**config.mk**
```make
export PLATFORM = sky130hd
export DESIGN_NAME = fetch_stage
export DESIGN_NICKNAME = d
export VERILOG_FILES = /design/src/rtl/misc_v_pkg.sv /design/src/rtl/fetch_skid_buffer.sv /design/src/rtl/fetch_stage.sv
export SDC_FILE = /design/constraint.sdc
export NUM_CORES = 1
export LEC_CHECK = 0
export CAP_MARGIN = 20
export CORE_ASPECT_RATIO = 1.75
export CORE_UTILIZATION = 53
export DETAILED_ROUTE_END_ITERATION = 12
export PLACE_DENSITY = 0.79
export REMOVE_ABC_BUFFERS = 1
export SLEW_MARGIN = 20
export SYNTH_ARGS = -nofsm -noshare
export SYNTH_HDL_FRONTEND = slang
export SYNTH_HIERARCHICAL = 1
export SYNTH_SLANG_ARGS = --single-unit
```
**constraint.sdc**
```tcl
create_clock -name clk -period 2.5 [get_ports clk]
set_input_delay 0.5 -clock clk [delete_from_list [all_inputs] [get_ports clk]]
set_output_delay 0.5 -clock clk [all_outputs]
set_load 0.01 [all_outputs]
```
**src/rtl/misc_v_pkg.sv**
```systemverilog
// misc_v_pkg: shared constants and fetch FSM state encoding for the MISC-V pipeline
package misc_v_pkg;

    localparam logic [15:0] RESET_PC  = 16'h0000;
    localparam logic [15:0] NOP_INSTR = 16'h0000;
    localparam logic [15:0] PC_STEP   = 16'd2;

    typedef enum logic [1:0] {
        S_IDLE    = 2'd0,
        S_REQ     = 2'd1,
        S_FULL    = 2'd2,
        S_DISCARD = 2'd3
    } fetch_state_e;

    // Next sequential fetch address; 16-bit wrap is intentional (0xFFFE -> 0x0000).
    function automatic logic [15:0] pc_inc(input logic [15:0] pc, input logic [15:0] step);
        return pc + step;
    endfunction

endpackage

```
**src/rtl/fetch_skid_buffer.sv**
```systemverilog
// fetch_skid_buffer: one-entry {pc, ir} holding register that catches a fetch returning while decode is stalled
module fetch_skid_buffer #(
    parameter logic [15:0] NOP_INSTR = 16'h0000
) (
    input  logic        clk,
    input  logic        reset,
    input  logic        load,
    input  logic        drain,
    input  logic        flush,
    input  logic [15:0] pc_in,
    input  logic [15:0] ir_in,
    output logic        full,
    output logic [15:0] pc,
    output logic [15:0] ir
);

    logic        full_q, full_d;
    logic [15:0] pc_q, pc_d;
    logic [15:0] ir_q, ir_d;

    // Flush beats load beats drain; payload only captured on a real load.
    always_comb begin
        full_d = flush ? 1'b0 : load ? 1'b1 : drain ? 1'b0 : full_q;
        pc_d   = (load && !flush) ? pc_in : pc_q;
        ir_d   = (load && !flush) ? ir_in : ir_q;
    end

    // Buffer state register.
    always_ff @(posedge clk or negedge reset) begin
        if (!reset) begin
            full_q <= 1'b0;
            pc_q   <= 16'h0000;
            ir_q   <= NOP_INSTR;
        end else begin
            full_q <= full_d;
            pc_q   <= pc_d;
            ir_q   <= ir_d;
        end
    end

    assign full = full_q;
    assign pc   = pc_q;
    assign ir   = ir_q;

endmodule

```
**src/rtl/fetch_stage.sv**
```systemverilog
// fetch_stage: owns the PC, fetches over req/ack from instruction memory and feeds the IF/ID register
module fetch_stage
    import misc_v_pkg::*;
#(
    parameter logic [15:0] RESET_PC  = misc_v_pkg::RESET_PC,
    parameter logic [15:0] NOP_INSTR = misc_v_pkg::NOP_INSTR,
    parameter logic [15:0] PC_STEP   = misc_v_pkg::PC_STEP
) (
    input  logic        clk,
    input  logic        reset,
    input  logic        stall,
    input  logic        jump,
    input  logic [15:0] new_pc,
    output logic        imem_req,
    output logic [15:0] imem_addr,
    input  logic        imem_ack,
    input  logic [15:0] imem_rdata,
    output logic        valid_out,
    output logic [15:0] pc_out,
    output logic [15:0] ir_out,
    output logic [15:0] pcp2_out
);

    fetch_state_e state_q, state_d;
    logic [15:0]  pc_q, pc_d;
    logic [15:0]  addr_q, addr_d;
    logic         valid_q, valid_d;
    logic [15:0]  pc_out_q, pc_out_d;
    logic [15:0]  ir_q, ir_d;
    logic [15:0]  pcp2_q, pcp2_d;

    logic         ack_v;
    logic         adv;
    logic         fetch_ok;
    logic         buf_load;
    logic         buf_drain;
    logic         buf_full;
    logic [15:0]  buf_pc;
    logic [15:0]  buf_ir;

    // An ack only counts while a request is actually outstanding.
    assign imem_req  = (state_q == S_REQ) || (state_q == S_DISCARD);
    assign ack_v     = imem_ack && imem_req;
    assign adv       = !valid_q || !stall;
    assign fetch_ok  = (state_q == S_REQ) && ack_v;
    assign buf_load  = !jump && fetch_ok && !adv;
    assign buf_drain = !jump && buf_full && adv;

    fetch_skid_buffer #(
        .NOP_INSTR(NOP_INSTR)
    ) u_skid (
        .clk   (clk),
        .reset (reset),
        .load  (buf_load),
        .drain (buf_drain),
        .flush (jump),
        .pc_in (pc_q),
        .ir_in (imem_rdata),
        .full  (buf_full),
        .pc    (buf_pc),
        .ir    (buf_ir)
    );

    // Fetch FSM next state, PC and request address; the address only stays stale while discarding.
    always_comb begin
        state_d = state_q;
        case (state_q)
            S_IDLE:    state_d = S_REQ;
            S_REQ:     state_d = jump ? (ack_v ? S_REQ : S_DISCARD)
                                      : ((ack_v && !adv) ? S_FULL : S_REQ);
            S_FULL:    state_d = (jump || adv) ? S_REQ : S_FULL;
            S_DISCARD: state_d = ack_v ? S_REQ : S_DISCARD;
            default:   state_d = S_IDLE;
        endcase
        pc_d   = jump ? (new_pc & ~16'h0001) : fetch_ok ? pc_inc(pc_q, PC_STEP) : pc_q;
        addr_d = (state_d == S_DISCARD) ? addr_q : pc_d;
    end

    // IF/ID payload: jump kills it, otherwise load fresh data, then buffered data, else go empty; hold on stall.
    always_comb begin
        valid_d  = valid_q;
        pc_out_d = pc_out_q;
        ir_d     = ir_q;
        pcp2_d   = pcp2_q;
        if (jump) begin
            valid_d = 1'b0;
            ir_d    = NOP_INSTR;
        end else if (adv && fetch_ok) begin
            valid_d  = 1'b1;
            pc_out_d = pc_q;
            ir_d     = imem_rdata;
            pcp2_d   = pc_inc(pc_q, PC_STEP);
        end else if (adv && buf_full) begin
            valid_d  = 1'b1;
            pc_out_d = buf_pc;
            ir_d     = buf_ir;
            pcp2_d   = pc_inc(buf_pc, PC_STEP);
        end else if (adv) begin
            valid_d = 1'b0;
            ir_d    = NOP_INSTR;
        end
    end

    // State, PC, memory interface and IF/ID registers.
    always_ff @(posedge clk or negedge reset) begin
        if (!reset) begin
            state_q  <= S_IDLE;
            pc_q     <= RESET_PC;
            addr_q   <= RESET_PC;
            valid_q  <= 1'b0;
            pc_out_q <= 16'h0000;
            ir_q     <= NOP_INSTR;
            pcp2_q   <= 16'h0000;
        end else begin
            state_q  <= state_d;
            pc_q     <= pc_d;
            addr_q   <= addr_d;
            valid_q  <= valid_d;
            pc_out_q <= pc_out_d;
            ir_q     <= ir_d;
            pcp2_q   <= pcp2_d;
        end
    end

    assign imem_addr = addr_q;
    assign valid_out = valid_q;
    assign pc_out    = pc_out_q;
    assign ir_out    = ir_q;
    assign pcp2_out  = pcp2_q;

endmodule
```
Word level (Yosys, flattened, before mapping)
Index checks and enable logic that the tools add are counted.

operators by class
  bitwise gates (word level) = 1
  add/sub/neg operators = 2
  reductions and logical operators = 22
  equality and inequality tests = 4
  mux-type cells = 22

operators with widths
  cell                                                             number
  16-bit two-way mux                                               10
  16-bit by 2-bit adder with 16-bit output, second input constant  2
  1-bit logical AND                                                10
  2-bit two-way mux                                                4
  2-bit one-hot mux with 4 select lines                            1
  1-bit two-way mux                                                7
  2-bit == test, second input constant                             3
  1-bit logical NOT                                                4
  4-bit nonzero test                                               1
  1-bit logical OR                                                 3
  3-bit nonzero test                                               1
  2-bit by 1-bit == test with 1-bit output, second input constant  1
  2-bit logical NOT                                                1
  2-bit AND reduction                                              1
  2-bit nonzero test                                               1
  1-bit inverter                                                   1

storage, ports and cells
  output and inout port bits = 66
  input bits = 37
  bits in registers = 116

Logic depth before layout (Yosys ltp)
  word-level depth = 8
  gate-level depth with buffers = 9

Cells and area by module
Netlist, hierarchy kept.

modules (own cells, without submodules)
  module             cells an instance  seq. area each (um^2)  area each (um^2)  instances
  fetch_stage        468                2052.0                 4315.4            1
  fetch_skid_buffer  73                 825.8                  1398.8            1

Worst setup path before layout
Ideal clock, no wire load.

  kind = input port to flip-flop
  start = input port jump
  end = register u_skid.ir_q[0], in the netlist u_skid/ir[0]
  stages = 9
  arrival = 1.967 ns
  setup slack = 0.408 ns
  path through = buf_2 -> inv_1 -> clkbuf_1 -> nand3_1 -> nor2_1 -> nor2b_4 -> buf_6 -> buf_12 -> mux2_4

between the ends
  longest elaborated chain between the ends = 4

RTL lines
  what                            line                     RTL
  start: declaration              fetch_stage.sv:12        input logic jump,
  1-bit logical NOT               fetch_stage.sv:46        assign buf_load = !jump && fetch_ok && !adv;
  1-bit logical AND (2 in a row)  fetch_stage.sv:46
  via buf_load                    fetch_stage.sv:35        logic buf_load;
  1-bit logical AND               fetch_skid_buffer.sv:25  ir_d = (load && !flush) ? ir_in : ir_q;
  end signal: assignment          fetch_skid_buffer.sv:37  ir_q <= ir_d;
  end: declaration                fetch_skid_buffer.sv:19  logic [15:0] ir_q, ir_d;

The timed path passes the listed nets, and every way through them passes these cells.
A chain may end at the register's enable or synchronous reset.

Worst setup path after layout
  start = input port imem_ack
  end = register ir_q[7], in the netlist ir_out[7]

between the ends
  longest elaborated chain between the ends = 5
  elaborated cells between the ends (all ways) = 6

RTL lines
  what                    line                RTL
  start: declaration      fetch_stage.sv:16   input logic imem_ack,
  1-bit logical AND (*)   fetch_stage.sv:43   assign ack_v = imem_ack && imem_req;
  1-bit logical AND (*)   fetch_stage.sv:45   assign fetch_ok = (state_q == S_REQ) && ack_v;
  1-bit logical AND (*)   fetch_stage.sv:88   end else if (adv && fetch_ok) begin
  16-bit two-way mux      fetch_stage.sv:88
  16-bit two-way mux      fetch_stage.sv:85   if (jump) begin
  end signal: assignment  fetch_stage.sv:120  ir_q <= ir_d;
  end: declaration        fetch_stage.sv:29   logic [15:0] ir_q, ir_d;

Mark *: on every way between the ends. The rest lies on a longest branch, timed or not.

==> flow_summary.ini <==
[floorplan]
die_h_microns = 139
die_x_microns = 80.5
io_pins = 103
dieArea_sq_um = 11200
num_rows = 49
initial_core_util = 0.552
coreArea_sq_um = 10400

[clocking]
clkTransAtPathRegs_ns = 0.05
cts_buffers = 17
clockBufferDepth = 2
htree_levels = 4
cts_tree = built
clock_sinks = 115
ctsHoldBuffers = 0
cts_resized = 0
post-cts-setup-buffers = 0
clockRootBuffer = clkbuf_16
clk_latency_ns = 0.41

[final_layout]
n_fill_cell = 758
fin_nets = 676
areaGrowthSynthToFinish_pct = 28.9
drive_above_1_share = 0.163
final_area_sq_um = 7370
multi_input_area_sq_um = 2550
ff_latch_area_sq_um = 2880
final_cells = 778

[drt]
drc = 0
avgViaCountPerCell = 5.63
first_iter_violations = 353
finalWirelength_mm = 13.4
firstDrtPassIters = 5
wire_per_inst_microns = 17.2
ant_nets = 0
dr_total_vias = 4383

[flow_run]
maxCapViolCount = 0

[pwr]
p_leak_uw = 0.00315
p_int_uw = 4270
power.clock.fraction = 0.387
power_density_nw_per_um2 = 801
sw_frac_of_total = 0.276
vdd_drop_max_mv = 0.571
power_switching_uw = 1630
pwr-share-comb = 0.206
seq_power_share = 0.407

[critical_path]
cp-end-kind = register
cp_top_family = simple AND/OR/NAND/NOR gates
start_kind = input pin
cp_cell_sequence = clkdlybuf4s50_1 -> and3b_1 -> nor2_2 -> a22oi_1 -> o21ai_0
slowest_stage = nor2_2
max_stage_delay_ns = 0.61
arrival_ns = 2.36
crit_buf_inv = 1
cp_data_required_time_ns = 2.83
crit_cells = 5
reg2reg_depth = 6
critPathKind = input pin to register
crit_path_max_fanout = 16

[synthesis]
synth_commonest_cells = dfrtp_1 (115), nand2_1 (101), nor2_1 (42)
synth_top_area_cell = dfrtp_1
synthCells = 541
yosysTopAreaCellShare = 0.504
synth_seq_cells = 115
synthTopCellsByArea = dfrtp_1 (50%), mux2_4 (7.9%), nand2_1 (6.6%)
ys_warn_count = 6
yosysUniqueCellTypes = 46
async_flop_share = 1.00
synth_edf_count = 0
syn-cell-area_sq_um = 5710
synth.most_common_cell = dfrtp_1
synth_top_flop_cell = dfrtp_1
synth_area_per_cell_sq_um = 10.6
ys_seq_area_frac = 0.504

[sta]
finalSetupTns_ns = 0
holdWs_ns = 0.141
finalHoldViolCount = 0
fin_crit_ns = 2.03
max_slew.worst_pin.slew_ns = 0.736
fin_crit_sh = 0.811
setup_slack_ns = 0.472
maxSlewViolCount = 0
fmax_mhz = 493
max-slew-margin-rel = 0.509
skew_ns = 0.00535
rsz0062_at_grt = false
setup_violations = 0

[global_route]
grt_max_degree = 116
grt.total_usage = 0.260
grt-ovfl-total = 0
grt_pass1_vias = 4493
grt_pass1_wl_mm = 22.2
antenna_found_initial = 1

[placement]
dp.cells = 745
gp_congestion = 0.864
portBuffers = 101
place_area_sq_um = 6810
place_ws_ns = 0.0793
dp_hpwl_mm = 9.15

[run_status]
status = finished clean

[worst_hold_path]
hold_class = input pin to async pin
cells by family after synthesis:
group,count (synthesis),share of synthesized area
XOR/XNOR,40,0.0613
multiplexers,53,0.122
AO/OA/AOI/OAI,93,0.0981
flip-flops,115,0.504
AND/OR/NAND/NOR,191,0.160
buffers and inverters,47,0.0508
adder cells (fa/ha/maj),2,0.00438
stage by stage:
stage,util,total power (uW)
floorplan,-,2970
global placement,0.657,3590
detailed placement,0.657,3640
CTS,0.711,5920
global route,0.711,6150
finish,0.711,5900
power by group through the flow:
| stage | combinational, uW | clock (uW) | sequential, uW |
|---|---|---|---|
| 2_1_floorplan | 502 | 0 | 2470 |
| 3_3_place_gp | 1180 | 0 | 2410 |
| 3_5_place_dp | 1210 | 0 | 2430 |
| 4_1_cts | 1220 | 2300 | 2400 |
| 5_1_grt | 1320 | 2390 | 2440 |
| 6_report | 1210 | 2280 | 2400 |
sequential cells by signal, indices dropped and copies added (netlist names):
| name | count |
|---|---|
| state_q | 2 |
| pc_out | 16 |
| u_skid/ir | 16 |
| u_skid/pc | 16 |
| pc_q | 16 |
| pcp2_out | 15 |
| u_skid/full | 1 |
| ir_out | 16 |
| valid_out | 1 |
| imem_addr | 16 |
layer usage:
metal | track usage | up-vias | routed length (microns)
met5 | 0 | - | 0
met4 | 0.131 | 0 | 358
met3 | 0.0649 | 28 | 648
met2 | 0.443 | 151 | 7330
met1 | 0.294 | 2161 | 5080
li1 | - | 2043 | -
cell type report:
type / instances / share of cell area
clock buffers: 22 / 0.0644
diodes: 1 / 0.000340
flip-flops and latches: 115 / 0.391
multi-input cells: 379 / 0.346
clock inverters: 10 / 0.0112
well taps: 127 / 0.0216
inverters: 4 / 0.00204
repair buffers: 120 / 0.164
worst paths after layout:
path	from	endpoint	slack, ns
max	imem_ack	ir_out[7]$_DFFE_PN0P_	0.47
min	reset	ir_out[1]$_DFFE_PN0P_	0.14
min in group clk	pcp2_out[8]$_DFFE_PN0P_	pcp2_out[8]$_DFFE_PN0P_	0.47
max reg2reg	pc_q[1]$_DFF_PN0_	imem_addr[11]$_DFFE_PN0P_	0.47
min reg2reg	pcp2_out[8]$_DFFE_PN0P_	pcp2_out[8]$_DFFE_PN0P_	0.47
max in group asynchronous	reset	pc_out[6]$_DFFE_PN0P_	1.87
cell usage in the layout, fill, tap and decap left out, drive strengths merged, types with 3 or more instances in the layout:
cell / n
nand4: 7
clkinvlp: 3
mux2i: 9
nor2: 43
clkdlybuf4s50: 99
nand3: 11
nor4: 10
clkbuf: 22
mux2: 44
a31oi: 17
nor3: 9
xor2: 27
clkinv: 6
dfrtp: 115
a21oi: 11
o21ai: 43
nand2: 101
inv: 4
a22oi: 16
buf: 21
xnor2: 13
Power figures use the tool's default switching activity.
